==> src/rtl/mult_reg_unit_n_if.sv <==
// Bus between the multiplier register unit and its controller/adder.
// Define BOOTH_EN to carry the Booth_Pair signal.
interface mult_reg_unit_n_if #(
   parameter int WIDTH = 8
);
   localparam int CNT_W = $clog2(WIDTH + 1);

   logic             Ld_B;
   logic             Clr_XA;
   logic             Ld_XA;
   logic             Shift_En;
   logic             x;
   logic [WIDTH-1:0] S_in;
   logic [WIDTH-1:0] D;
   logic             X;
   logic [WIDTH-1:0] A;
   logic [WIDTH-1:0] B;
   logic             M;
   logic [CNT_W-1:0] Count;
   logic             Done;
`ifdef BOOTH_EN
   logic [1:0]       Booth_Pair;

   modport master (
      output Ld_B, Clr_XA, Ld_XA, Shift_En, x, S_in, D,
      input  X, A, B, M, Count, Done, Booth_Pair
   );
   modport slave (
      input  Ld_B, Clr_XA, Ld_XA, Shift_En, x, S_in, D,
      output X, A, B, M, Count, Done, Booth_Pair
   );
`else
   modport master (
      output Ld_B, Clr_XA, Ld_XA, Shift_En, x, S_in, D,
      input  X, A, B, M, Count, Done
   );
   modport slave (
      input  Ld_B, Clr_XA, Ld_XA, Shift_En, x, S_in, D,
      output X, A, B, M, Count, Done
   );
`endif
endinterface

==> src/rtl/mult_reg_unit_n.sv <==
// {X,A,B} datapath register for the shift-add signed multiplier, with shift counter and Done.
// Define BOOTH_EN to add the Q_m1 register and the Booth_Pair output.
module mult_reg_unit_n #(
   parameter int WIDTH = 8
) (
   input logic              Clk,
   input logic              Reset,
   mult_reg_unit_n_if.slave bus
);
   localparam int CNT_W = $clog2(WIDTH + 1);
   localparam logic [CNT_W-1:0] CNT_LAST = CNT_W'(WIDTH);

   logic             x_q, x_d;
   logic [WIDTH-1:0] a_q, a_d;
   logic [WIDTH-1:0] b_q, b_d;
   logic [CNT_W-1:0] cnt_q, cnt_d;
   logic             done_q, done_d;
   logic [CNT_W-1:0] cnt_inc;
`ifdef BOOTH_EN
   logic             qm1_q, qm1_d;
`endif

   assign cnt_inc = cnt_q + CNT_W'(1);

   // Only the highest-priority strobe acts; once Done is set the product is frozen.
   always_comb begin
      x_d    = x_q;
      a_d    = a_q;
      b_d    = b_q;
      cnt_d  = cnt_q;
      done_d = done_q;
`ifdef BOOTH_EN
      qm1_d  = qm1_q;
`endif
      if (bus.Ld_B) begin
         b_d    = bus.D;
         x_d    = 1'b0;
         a_d    = '0;
         cnt_d  = '0;
         done_d = 1'b0;
`ifdef BOOTH_EN
         qm1_d  = 1'b0;
`endif
      end else if (bus.Clr_XA) begin
         x_d    = 1'b0;
         a_d    = '0;
         cnt_d  = '0;
         done_d = 1'b0;
`ifdef BOOTH_EN
         qm1_d  = 1'b0;
`endif
      end else if (bus.Ld_XA) begin
         if (!done_q) begin
            x_d = bus.x;
            a_d = bus.S_in;
         end
      end else if (bus.Shift_En) begin
         if (!done_q) begin
            a_d   = {x_q, a_q[WIDTH-1:1]};
            b_d   = {a_q[0], b_q[WIDTH-1:1]};
            cnt_d = cnt_inc;
            if (cnt_inc == CNT_LAST) begin
               done_d = 1'b1;
            end
`ifdef BOOTH_EN
            qm1_d = b_q[0];
`endif
         end
      end
   end

   always_ff @(posedge Clk or posedge Reset) begin
      if (Reset) begin
         x_q    <= 1'b0;
         a_q    <= '0;
         b_q    <= '0;
         cnt_q  <= '0;
         done_q <= 1'b0;
`ifdef BOOTH_EN
         qm1_q  <= 1'b0;
`endif
      end else begin
         x_q    <= x_d;
         a_q    <= a_d;
         b_q    <= b_d;
         cnt_q  <= cnt_d;
         done_q <= done_d;
`ifdef BOOTH_EN
         qm1_q  <= qm1_d;
`endif
      end
   end

   assign bus.X     = x_q;
   assign bus.A     = a_q;
   assign bus.B     = b_q;
   assign bus.M     = b_q[0];
   assign bus.Count = cnt_q;
   assign bus.Done  = done_q;
`ifdef BOOTH_EN
   assign bus.Booth_Pair = {b_q[0], qm1_q};
`endif

endmodule

==> src/flat_wrapper.sv <==
// flat-port wrapper written by rule: the top's interface ports become plain ports
module mult_reg_unit_n_flat 
#(
   parameter int WIDTH = 8
)
  (Clk, Reset, bus_Ld_B, bus_Clr_XA, bus_Ld_XA, bus_Shift_En, bus_x, bus_S_in, bus_D, bus_X, bus_A, bus_B, bus_M, bus_Count, bus_Done);
  mult_reg_unit_n_if #(.WIDTH(WIDTH)) bus_i ();
  input logic Clk;
  input logic Reset;
  input wire logic [$bits(bus_i.Ld_B)-1:0] bus_Ld_B;
  input wire logic [$bits(bus_i.Clr_XA)-1:0] bus_Clr_XA;
  input wire logic [$bits(bus_i.Ld_XA)-1:0] bus_Ld_XA;
  input wire logic [$bits(bus_i.Shift_En)-1:0] bus_Shift_En;
  input wire logic [$bits(bus_i.x)-1:0] bus_x;
  input wire logic [$bits(bus_i.S_in)-1:0] bus_S_in;
  input wire logic [$bits(bus_i.D)-1:0] bus_D;
  output wire logic [$bits(bus_i.X)-1:0] bus_X;
  output wire logic [$bits(bus_i.A)-1:0] bus_A;
  output wire logic [$bits(bus_i.B)-1:0] bus_B;
  output wire logic [$bits(bus_i.M)-1:0] bus_M;
  output wire logic [$bits(bus_i.Count)-1:0] bus_Count;
  output wire logic [$bits(bus_i.Done)-1:0] bus_Done;
  assign bus_i.Ld_B = bus_Ld_B;
  assign bus_i.Clr_XA = bus_Clr_XA;
  assign bus_i.Ld_XA = bus_Ld_XA;
  assign bus_i.Shift_En = bus_Shift_En;
  assign bus_i.x = bus_x;
  assign bus_i.S_in = bus_S_in;
  assign bus_i.D = bus_D;
  assign bus_X = bus_i.X;
  assign bus_A = bus_i.A;
  assign bus_B = bus_i.B;
  assign bus_M = bus_i.M;
  assign bus_Count = bus_i.Count;
  assign bus_Done = bus_i.Done;
  mult_reg_unit_n #(.WIDTH(WIDTH)) u_core (.Clk(Clk), .Reset(Reset), .bus(bus_i));
endmodule
==> config.mk <==
export PLATFORM = sky130hd
export DESIGN_NAME = mult_reg_unit_n_flat
export DESIGN_NICKNAME = d
export VERILOG_FILES = /design/src/rtl/mult_reg_unit_n_if.sv /design/src/rtl/mult_reg_unit_n.sv /design/src/flat_wrapper.sv
export SDC_FILE = /design/constraint.sdc
export NUM_CORES = 1
export LEC_CHECK = 0
export BUFFER_PORTS_ARGS = -buffer_cell sky130_fd_sc_hd__buf_4
export CAP_MARGIN = 10
export CORE_MARGIN = 3
export CORE_UTILIZATION = 47
export CTS_CLUSTER_SIZE = 30
export DETAILED_ROUTE_END_ITERATION = 8
export GPL_TIMING_DRIVEN = 0
export PLACE_DENSITY = 0.78
export SYNTH_ARGS = -nofsm -noshare
export SYNTH_HDL_FRONTEND = slang
export SYNTH_SLANG_ARGS = --single-unit
==> constraint.sdc <==
create_clock -name Clk -period 1.5 [get_ports Clk]
set_input_delay 0.15 -clock Clk [delete_from_list [all_inputs] [get_ports Clk]]
set_output_delay 0.15 -clock Clk [all_outputs]
set_load 0.02 [all_outputs]
Word level (Yosys, flattened, before mapping)
Index checks and enable logic that the tools add are counted.
Widths: inputs -> output; s select.
{"block": "word_totals", "reg_bits": 22, "in_bits": 23, "word_cells": 47, "out_inout_bits": 23}
{"block": "op_classes", "n_reduce_logical": 9, "mux": 26, "eq_ne": 6, "n_addsub": 1}
{"cell": "$mux 8", "n": 11}
{"cell": "$mux 4", "n": 5}
{"cell": "$mux 1", "n": 10}
{"cell": "$ne 2x2->1 const B", "n": 3}
{"cell": "$ne 3x3->1 const B", "n": 2}
{"cell": "$reduce_and 2->1", "n": 3}
{"cell": "$reduce_bool 3->1", "n": 2}
{"cell": "$add 4x1->4 const B", "n": 1}
{"cell": "$eq 4x4->1 const B", "n": 1}
{"cell": "$reduce_and 4->1", "n": 1}
{"cell": "$reduce_bool 4->1", "n": 1}
{"cell": "$reduce_and 3->1", "n": 1}
{"cell": "$reduce_bool 2->1", "n": 1}

Depth between registers and ports, before layout
{"block": "logic_depth", "word_depth": 8, "ltp_mapped": 5, "depth_no_buf": 4}

Worst setup path before layout
OpenSTA, ideal clock, no wires.
{"block": "synth_timing", "path_kind": "flip-flop to flip-flop", "from": "register u_core.done_q, in the netlist u_core.bus.Done", "to": "register u_core.cnt_q[3], in the netlist u_core.bus.Count[3]", "required_time_ns": 1.423, "stages_incl_launch_ff": 4, "t_arrival_ns": 1.396, "path_buffers": 0, "slack_ns": 0.026, "setup_ns": 0.077, "synth_period_minus_slack_ns": 1.474, "cell_sequence": "dfrtp_1 or3b_4 or3_1 a21oi_1"}
{"block": "synth_between", "elab_chain_len": 2}
{"element": "start: declaration", "line": "mult_reg_unit_n.sv:17", "source": "logic done_q, done_d;"}
{"element": "start signal: assignment", "line": "mult_reg_unit_n.sv:87", "source": "done_q <= done_d;"}
{"element": "$ne 3x3->1 (no line)"}
{"element": "$reduce_and 3->1 (no line)"}
{"element": "end signal: assignment", "line": "mult_reg_unit_n.sv:86", "source": "cnt_q <= cnt_d;"}
{"element": "end: declaration", "line": "mult_reg_unit_n.sv:16", "source": "logic [CNT_W-1:0] cnt_q, cnt_d;"}
Every way passes these cells.
A chain may end at the register's enable or synchronous reset.

Worst setup path after layout
Same ends and word-level chain as after synthesis.

==> impl_summary.txt <==
----------------------------------------------------
[Status]
  Outcome ... finished, violations left
  Failing checks ... hold timing

[Worst setup path]
  Crit-path slowest cell ... sky130_fd_sc_hd__dfrtp_2
  Largest stage delay on the critical path ... 0.47 ns
  Type of element launching the critical path ... flip-flop
  Critical path, cell by cell ... or3b_4 -> or3_1 -> a21oi_1
  Worst setup path class ... reg -> reg
  Type of destination of the critical path ... flip-flop
  Depth of the worst register-to-register path ... 3
  Arrival time worst endpoint ... 1.70 ns
  Req. time, crit path ... 1.74 ns
  Max FO, Critical Path ... 6

[Place]
  Count of port buffers added during placement ... 44
  Weighted congestion reported at the end of routability-driven placement ... 0.699
  HPWL after detailed placement ... 1810 µm
  Instance area at placement ... 1490 µm²
  Post-Place Cells ... 178

[Global routing]
  Combined global-route utilization of all metal layers ... 17.4%
  GR Overflow Total ... 0
  Via count of the first global-routing pass ... 863
  Antenna violations before repair ... 0
  Maximum number of pins on one net before global-route repair ... 23
  Wire length of the first global-routing pass ... 3760 µm

[Synthesis]
  Post-Synthesis Cell Area ... 1120 µm²
  Main flop type after synthesis ... sky130_fd_sc_hd__dfrtp_1
  Multiplexer fraction of the synthesized cell area ... 23.2%
  Fraction of synthesized cell area in xor and xnor cells ... 0.780%
  Post-synth top cells ... 22 x sky130_fd_sc_hd__dfrtp_1, 17 x sky130_fd_sc_hd__mux2i_1, 12 x sky130_fd_sc_hd__nor2_1
  Compound-Gate Fraction of Synth Area ... 8.36%
  Number of flops mapped to enable cells by yosys ... 0
  Simple-gate area share of the yosys netlist ... 13.9%
  Post-Synthesis Net Count ... 130
  Share of synthesized cell area in full adder, half adder and majority cells ... 1.11%
  Synthesized netlist cell count ... 106
  Leading cell types by total area after synthesis ... sky130_fd_sc_hd__dfrtp_1 49%, sky130_fd_sc_hd__mux2i_1 15%, sky130_fd_sc_hd__mux2_2 8.0%, sky130_fd_sc_hd__o21ai_0 4.9%, sky130_fd_sc_hd__nor2_1 4.0%
  Number of distinct library cells after synthesis ... 23
  Leading cell type by number of instances after synthesis ... sky130_fd_sc_hd__dfrtp_1
  Share of flip-flops with an asynchronous set or reset after synthesis ... 100%
  Area fraction of the dominant cell type after synthesis ... 49.1%
  Post-synthesis average cell area ... 10.6 µm²
  Sequential fraction of the synthesis area ... 49.1%
  Total of flip-flops plus latches after synthesis ... 22
  Synthesis Warnings ... 0
  Combinational family with the most area after synthesis ... multiplexers
  Largest area contributor in the netlist ... sky130_fd_sc_hd__dfrtp_1

[Pwr]
  Power density of the placed cells ... 766 nW/µm²
  Max IR drop VDD ... 0.000528 V
  Total leakage power ... 0.759 nW

[Routing]
  Total Routed Length ... 2430 µm
  Max layer used ... met4
  Met3 WL post-DR ... 158 µm
  Routed metal-1 wire length ... 1060 µm
  Via total after detailed routing ... 941
  Number of vias per cell ... 5.17
  Mean routed wirelength per cell ... 13.4 µm
  DRC violations left ... 0
  DRC violation total after the first TritonRoute iteration ... 14
  Drt pass-1 iters ... 4
  Sum of met2 wire segment lengths after detailed routing ... 1200 µm
  Residual antenna-violating net count after detailed routing ... 0

[Clock tree]
  Clock H-tree levels ... 1
  Insertion delay to the later sink of the worst-skew pair ... 0.31 ns
  Deepest clock path buffer count ... 2
  Master cell of the clock root buffer ... sky130_fd_sc_hd__clkbuf_4
  CTS tree ... yes
  CTS Buf Count ... 3
  Clock transition at the registers of the reported paths ... 0.12 ns
  Hold buffer count at CTS ... 0
  CTS sink cnt ... 22

[Run]
  Count of maximum capacitance violations ... 0

[Final layout]
  Post-route cell area ... 1530 µm²
  Number of standard cells in the layout, taps in and fillers out ... 182
  Proportion of layout cells with a drive suffix above 1 ... 44.2%
  NumNets Final ... 180
  Antenna cells ... 0
  Synth-to-Final Area Change ... 36.2%
  Core Util, Final ... 68.5%

[Timing]
  Maximum clock frequency ... 687 MHz
  Hold violation total from the final report ... 11
  Slew headroom ... 44.5%
  Transition at the pin with the smallest max-transition slack ... 0.832 ns
  Final-report max-slew violation count ... 0
  Fin crit period ... 1.45 ns
  Setup repair after global routing missed its margin ... false
  Final period utilization ... 97.0%
  Worst slack on hold paths ... -0.00469 ns
  Total Neg Setup Slack ... 0 ns
  Setup clock skew after layout ... 0.0113 ns
  Final setup violating endpoints ... 0

[Floorplan]
  Die Width ... 54.9 µm
  Initial core utilization ... 50.3%
  Area of the core ... 2230 µm²
  Die Y ... 54.9 µm
  Standard-cell row count ... 17
  Die footprint ... 3010 µm²
  # IOs ... 46

[Worst hold path]
  Tightest Hold Check Type ... in -> async

----------------------------------------------------
## power by group
part	switching (mW)	total (mW)	internal (mW)
logic	0.129	0.257	0.129
registers	0.0246	0.648	0.624
clock network	0.171	0.265	0.0937
## stage by stage
| step | setup WS [ns] | total power [mW] | hold WS [ns] |
|---|---|---|---|
| floorplan | 0.0261 | 0.797 | 0.139 |
| global placement | 0.0403 | 0.913 | 0.356 |
| detailed placement | 0.0264 | 0.918 | 0.367 |
| CTS | 0.0101 | 1.18 | 0.0261 |
| global route | 0.00989 | 1.22 | 0.0497 |
| finish | 0.0453 | 1.17 | -0.00469 |
## state kept, by name (all words and copies together) (netlist names)
register,flops
u_core.bus.Done,1
u_core.bus.X,1
u_core.bus.Count,4
u_core.bus.A,8
u_core.bus.B,8
## worst paths after layout
kind / from / end / slack [ns]
max: u_core.bus.Done / u_core.bus.Count[3] / 0.05
min reg2reg: u_core.bus.A[1] / u_core.bus.A[1] / 0.55
min: Reset / u_core.bus.Count[0] / -0.005
max in group asynchronous: Reset / u_core.bus.Done / 0.95
max reg2reg: u_core.bus.Done / u_core.bus.Count[3] / 0.05
min in group Clk: bus_D[3] / u_core.bus.B[3] / 0.04
## layout make-up
class                           count  area, µm²
Fill cell                         175        704
Sequential cell                    22        552
Multi-Input combinational cell     76        542
Timing Repair Buffer               45        338
Tap cell                           28       35.0
Buffer                              6       32.5
Clock buffer                        3       22.5
Inverter                            2       7.51
## layout by cell type, fill, tap and decap left out, types with 2 or more instances in the layout
cell type and count:
sky130_fd_sc_hd__clkbuf_4 3, sky130_fd_sc_hd__buf_2 2, sky130_fd_sc_hd__inv_1 2, sky130_fd_sc_hd__a21oi_1 3
sky130_fd_sc_hd__or3_1 2, sky130_fd_sc_hd__mux2_2 8, sky130_fd_sc_hd__nand2_1 11, sky130_fd_sc_hd__dfrtp_1 21
sky130_fd_sc_hd__nor2_1 12, sky130_fd_sc_hd__buf_4 47, sky130_fd_sc_hd__clkbuf_1 2, sky130_fd_sc_hd__mux2i_1 17
sky130_fd_sc_hd__o21ai_0 11
## critical path: cells and delay by family (launching register included)
kind	cells	cell delay [ns]
AO/OA/AOI/OAI	1	0.15
flip-flops	1	0.47
AND/OR/NAND/NOR	2	0.77
## kinds of logic (layout without fill, tap and decap cells)
logic type	after synthesis	in the layout
simple gates	32	32
buf+inv	8	56
fa+ha+maj	1	1
mux	25	25
compound gates	17	17
flops	22	22
xor+xnor	1	1
## per-layer routing
layer	up-vias	track usage, %
li1	463	-
met1	433	22.9
met2	39	27.8
met3	6	2.72
met4	0	7.88
met5	-	0
## repair_timing
item,in CTS,in global routing
endpoints found under the setup margin,2,10
resized for setup,1,2
setup buffers,0,1
(Power assumes the default switching activity.)
